`config.mk`:
```
export PLATFORM = sky130hd
export DESIGN_NAME = fp32_link_host
export DESIGN_NICKNAME = d
export VERILOG_FILES = /design/src/rtl/fp32_link_host.sv
export SDC_FILE = /design/constraint.sdc
export NUM_CORES = 1
export LEC_CHECK = 0
export ABC_CLOCK_PERIOD_IN_PS = 5120
export CAP_MARGIN = 0
export CELL_PAD_IN_SITES_DETAIL_PLACEMENT = 0
export CELL_PAD_IN_SITES_GLOBAL_PLACEMENT = 2
export CORE_ASPECT_RATIO = 0.8
export CORE_UTILIZATION = 29
export DETAILED_ROUTE_END_ITERATION = 16
export MAX_ROUTING_LAYER = met4
export PLACE_DENSITY = 0.91
export SLEW_MARGIN = 20
export SYNTH_ARGS = -nofsm -noshare
export SYNTH_HDL_FRONTEND = slang
export SYNTH_SLANG_ARGS = --single-unit
```
`constraint.sdc`:
```
create_clock -name clk -period 5.12 [get_ports clk]
set_input_delay 1.024 -clock clk [delete_from_list [all_inputs] [get_ports clk]]
set_output_delay 1.024 -clock clk [all_outputs]
set_load 0.01 [all_outputs]
```
`src/rtl/fp32_link_host.sv`:
```
// ---------------------------------------------------------------------------
// fp32_link_host
//
// Host-side initiator for the byte-wide pin interface of the
// tt_um_32_bit_fp_ALU_S_M chip. A single FP32 add/subtract request is
// taken on a valid/ready port and sent to the chip as eight operand bytes
// (A[7:0] first, B[31:24] last). The four result bytes that the chip
// strobes back are collected LSB-first and returned on a valid/ready
// response port. If the chip stays silent for too long, the response is
// returned with rsp_err set.
//
// Optional feature: define FP32_LINK_HOST_TXN_CNT_EN to add a 16-bit
// counter of error-free completed transactions on txn_count. Without the
// macro, txn_count is tied to zero and has no flops behind it.
//
// Parameters:
//   TIMEOUT_CYCLES  non-strobe cycles allowed in WAIT/RECV before abort
//   CNT_W           timeout counter width, 2**CNT_W > TIMEOUT_CYCLES
//
// Ports:
//   clk, rst        clock, asynchronous active-high reset
//   req_valid/ready request handshake; req_a, req_b operands, req_op 0=add 1=sub
//   rsp_valid/ready response handshake; rsp_data result, rsp_err timeout flag
//   pin_ui          to chip ui_in  (operand byte)
//   pin_uio         to chip uio_in (bit0 strobe, bit1 op, bit2 first byte)
//   pin_uo          from chip uo_out  (result byte)
//   pin_uio_out     from chip uio_out (bit0 result strobe)
//   txn_count       completed error-free transactions (optional)
// ---------------------------------------------------------------------------
module fp32_link_host #(
    parameter int TIMEOUT_CYCLES = 64,
    parameter int CNT_W          = 7
) (
    input  logic        clk,
    input  logic        rst,
    input  logic        req_valid,
    output logic        req_ready,
    input  logic [31:0] req_a,
    input  logic [31:0] req_b,
    input  logic        req_op,
    output logic        rsp_valid,
    input  logic        rsp_ready,
    output logic [31:0] rsp_data,
    output logic        rsp_err,
    output logic [7:0]  pin_ui,
    output logic [7:0]  pin_uio,
    input  logic [7:0]  pin_uo,
    input  logic [7:0]  pin_uio_out,
    output logic [15:0] txn_count
);

    typedef enum logic [2:0] {
        S_IDLE,
        S_SEND,
        S_WAIT,
        S_RECV,
        S_DONE
    } state_t;

    localparam logic [CNT_W-1:0] TMO_LAST = CNT_W'(TIMEOUT_CYCLES - 1);

    state_t           state_reg;
    logic [63:0]      shift_reg;
    logic             op_reg;
    logic [3:0]       idx_reg;
    logic [CNT_W-1:0] tmo_reg;

    // Only the strobe bit of uio_out carries meaning for the host.
    logic unused_uio_bits;
    assign unused_uio_bits = ^pin_uio_out[7:1];

    always_ff @(posedge clk or posedge rst) begin
        if (rst) begin
            state_reg <= S_IDLE;
            shift_reg <= '0;
            op_reg    <= 1'b0;
            idx_reg   <= '0;
            tmo_reg   <= '0;
            req_ready <= 1'b1;
            rsp_valid <= 1'b0;
            rsp_err   <= 1'b0;
            rsp_data  <= '0;
            pin_ui    <= '0;
            pin_uio   <= '0;
        end else begin
            case (state_reg)
                S_IDLE: begin
                    if (req_valid && req_ready) begin
                        // Byte 1 goes straight onto the pins in the cycle
                        // after acceptance, so the operand register is
                        // loaded already advanced by one byte.
                        shift_reg <= {8'h00, req_b, req_a[31:8]};
                        op_reg    <= req_op;
                        rsp_data  <= '0;
                        pin_ui    <= req_a[7:0];
                        pin_uio   <= {5'b00000, 1'b1, req_op, 1'b1};
                        idx_reg   <= 4'd1;
                        req_ready <= 1'b0;
                        state_reg <= S_SEND;
                    end
                end

                S_SEND: begin
                    if (idx_reg == 4'd8) begin
                        // All eight bytes have been on the pins; release.
                        pin_ui    <= '0;
                        pin_uio   <= '0;
                        idx_reg   <= '0;
                        tmo_reg   <= '0;
                        state_reg <= S_WAIT;
                    end else begin
                        pin_ui    <= shift_reg[7:0];
                        pin_uio   <= {5'b00000, 1'b0, op_reg, 1'b1};
                        shift_reg <= {8'h00, shift_reg[63:8]};
                        idx_reg   <= idx_reg + 4'd1;
                    end
                end

                S_WAIT, S_RECV: begin
                    if (pin_uio_out[0]) begin
                        // Result byte k lands in rsp_data[8k+7:8k].
                        rsp_data[{idx_reg[1:0], 3'b000} +: 8] <= pin_uo;
                        tmo_reg <= '0;
                        if (idx_reg == 4'd3) begin
                            rsp_valid <= 1'b1;
                            rsp_err   <= 1'b0;
                            idx_reg   <= '0;
                            state_reg <= S_DONE;
                        end else begin
                            idx_reg   <= idx_reg + 4'd1;
                            state_reg <= S_RECV;
                        end
                    end else if (tmo_reg == TMO_LAST) begin
                        // This idle cycle is the TIMEOUT_CYCLES-th in a row;
                        // hand back whatever bytes arrived, flagged.
                        rsp_valid <= 1'b1;
                        rsp_err   <= 1'b1;
                        idx_reg   <= '0;
                        tmo_reg   <= '0;
                        state_reg <= S_DONE;
                    end else begin
                        tmo_reg <= tmo_reg + CNT_W'(1);
                    end
                end

                S_DONE: begin
                    if (rsp_ready) begin
                        // req_ready rises only after rsp_valid has fallen,
                        // so request and response never overlap.
                        rsp_valid <= 1'b0;
                        rsp_err   <= 1'b0;
                        req_ready <= 1'b1;
                        state_reg <= S_IDLE;
                    end
                end

                default: begin
                    state_reg <= S_IDLE;
                end
            endcase
        end
    end

`ifdef FP32_LINK_HOST_TXN_CNT_EN
    logic [15:0] txn_count_reg;

    // Counts error-free response handshakes; wraps naturally at 16 bits.
    always_ff @(posedge clk or posedge rst) begin
        if (rst) begin
            txn_count_reg <= '0;
        end else if (state_reg == S_DONE && rsp_ready && !rsp_err) begin
            txn_count_reg <= txn_count_reg + 16'd1;
        end
    end

    assign txn_count = txn_count_reg;
`else
    assign txn_count = 16'd0;
`endif

endmodule

```
==> impl_metrics.tcl <==
set metrics [dict create \
    antenna_found_initial 1 \
    dr.first_iter.drc_count 352 \
    max_stage_delay_ps 730 \
    grt_pass1_wl_um 22680 \
    numCtsBuffers 17 \
    switching_share_pct 40.10 \
    first_global_vias 4462 \
    insertion_delay_ps 420 \
    dpl.hpwl_um 10030 \
    ys_ff_latch 117 \
    final_area_sq_um 7346 \
    io_buffer_count 123 \
    worst-path-max-fanout 96 \
    grt_usage_pct 16.00 \
    path_buf_inv 2 \
    reg2reg_to "shift_reg[6]" \
    hold_end "pin_uio[1]" \
    avgViaCountPerCell 4.937 \
    die_w_um 154.4 \
    io_pins 152 \
    start_util_pct 29.66 \
    fin_crit_sh_pct 53.58 \
    rsz0062_at_grt "false" \
    ys_types 45 \
    largest_reg_flops 56 \
    worst-r2r-cell-count 7 \
    synth-seq-area-share_pct 54.37 \
    tightestPinTransition_ps 931.3 \
    worstSetupStartpointType "flip-flop" \
    syn_inst 575 \
    relSlewSlack_pct 37.44 \
    synth-async-reset-ratio_pct 100.0 \
    cpMaxStageDelayCell "buf_4" \
    setup_viol 0 \
    multiInputGateArea_sq_um 2206 \
    ir_drop_uv 320.9 \
    gp_congestion 0.8310 \
    min-delay-start "op_reg" \
    fill_cells 1771 \
    overflow 0 \
    final_cell_mix "129 x nand2_1, 123 x clkdlybuf4s50_1, 116 x dfrtp_1" \
    max_freq_mhz 364.5 \
    worstPathRequired_ps 5460 \
    min_path_type "flip-flop to flip-flop" \
    hold_viol 0 \
    chipHeight_um 123.9 \
    syn_area_per_cell_sq_um 9.370 \
    cts-resized-gates 0 \
    power_frac_seq_pct 32.3 \
    cts_hold_buf 0 \
    finalWirelength_um 14120 \
    leakage_nw 3.143 \
    status "complete, no violations" \
    seqCellArea_sq_um 2929 \
    holdWs_ps 475.7 \
    setup_ws_ps 2377 \
    wl_per_cell_um 15.15 \
    htree_levels 4 \
    area.growth.synth_to_final_pct 36.34 \
    finClkSkew_ps 8.999 \
    drive_above_1_share_pct 7.561 \
    cp.depth 7 \
    yosys_warnings 0 \
    path_cells "inv_1 > ha_1 > and3b_1 > a2111oi_4 > buf_4 > nor2_1 > a31oi_1" \
    r2r_setup_slack_ps 2380 \
    min_period_ps 2743 \
    cts.sinks 117 \
    holdPathStages 2 \
    cp_data_arrival_time_ps 3090 \
    p_int_mw 2.830 \
    cts_root_buf "clkbuf_16" \
    vias 4601 \
    rows 44 \
    max-clock-path-buffers 2 \
    maxSlewViolCount 0 \
    synth-edff-count 0 \
    final_nets 780 \
    finalPower_mw 4.724 \
    detail-route-antenna-nets 0 \
    crit_type "flip-flop to flip-flop" \
    clk_pin_slew_ps 60 \
    power_frac_clock_pct 25.6 \
    die_area_sq_um 19130 \
    end_kind "flip-flop" \
    grt_max_degree 97 \
    drtPass1Iterations 5 \
    place_ws_ps 1980 \
    final_common_cell "nand2_1" \
    comb_power_share_pct 42.1 \
    post_cts_buffers 0 \
    synthesis.area_sq_um 5388 \
    ys.flop_type "dfrtp_1" \
    cts_tree "built" \
    rr_startpoint "idx_reg[0]" \
    placed_area_sq_um 6725 \
    p_sw_mw 1.894 \
    core-area_sq_um 18170 \
    tns_ps 0 \
    maxCapViolCount 0 \
    drc 0 \
    powerDensity_nw_per_um2 643.1 \
    cp_top_family "buffers and inverters" \
]
## through the flow
stage | cells | utilization [%]
after global placement | 899 | 37.02
after floorplan | 595 | -
final | 932 | 40.43
after detailed placement | 899 | 37.02
after global routing | 932 | 40.43
after CTS | 931 | 40.39
## metal layers
metal	share of wire (%)	vias to the layer above	routed length (um)	track usage, %
met5	0	-	0	-
met4	1.0	0	148	5.198
met3	7.3	14	1035	5.358
met2	44	155	6192	23.18
met1	48	2231	6741	21.04
li1	-	2201	-	-
## how the worst max path moves through the flow
stage / startpoint / to
CTS: idx_reg[0] / shift_reg[38]
floorplan: rst / idx_reg[0]
global route: idx_reg[0] / shift_reg[2]
global placement: pin_uio_out[0] / state_reg[0]
detailed placement: req_valid / shift_reg[38]
finish: idx_reg[0] / shift_reg[6]
## cell families after synthesis
kind of cell    count (synthesis)  synth area share [%]
simple gates                  231                 18.18
compound gates                154                 18.88
flops                         117                 54.37
buf+inv                        62                 6.317
fa+ha+maj                       7                 1.626
mux                             2                0.3948
other cells                     1               0.06960
xor+xnor                        1                0.1626
## final cells by class
cell class	count	area share [%]
Clock inverter	12	1.976
Tap cell	230	3.918
Timing Repair Buffer	130	17.48
Inverter	6	0.3407
Antenna cell	1	0.03407
Multi-Input combinational cell	416	30.03
Sequential cell	117	39.87
Clock buffer	20	6.353
## cells in the mapped netlist (2+ instances only)
cell type,n,area (sq um)
nor3b_1,2,15.01
nand3b_1,3,22.52
nand2_1,129,484.2
o21ai_0,42,210.2
a31oi_1,53,331.6
a22oi_1,8,60.06
nor4_1,2,12.51
dfrtp_1,116,2903
buf_2,14,70.07
o21a_1,2,15.01
nand3_1,6,30.03
nor3_1,4,20.02
a32oi_1,2,17.52
nand2b_1,2,12.51
nor2b_1,4,25.02
inv_1,6,22.52
nor2_1,65,244.0
a21oi_1,12,60.06
clkbuf_1,18,67.56
or3b_2,3,26.28
ha_1,7,87.58
buf_4,22,165.2
and3_1,2,12.51
a21o_1,2,15.01
or2_2,2,12.51
a22o_1,27,236.5
nor3_2,2,20.02
## power groups by stage
stage | Sequential [mW] | Clock [mW] | Combinational (mW)
CTS | 1.53 | 1.23 | 2.02
detailed placement | 1.54 | 0 | 2.01
global route | 1.57 | 1.28 | 2.26
global placement | 1.52 | 0 | 1.97
floorplan | 1.48 | 0 | 1.48
finish | 1.52 | 1.21 | 1.99
## worst register-to-register path, cell delays in order, from the launching register on
cell	delay, ps
dfrtp_1	520
inv_1	160
ha_1	300
and3b_1	290
a2111oi_4	360
buf_4	730
nor2_1	130
a31oi_1	170
Power figures use the tool's default switching activity.
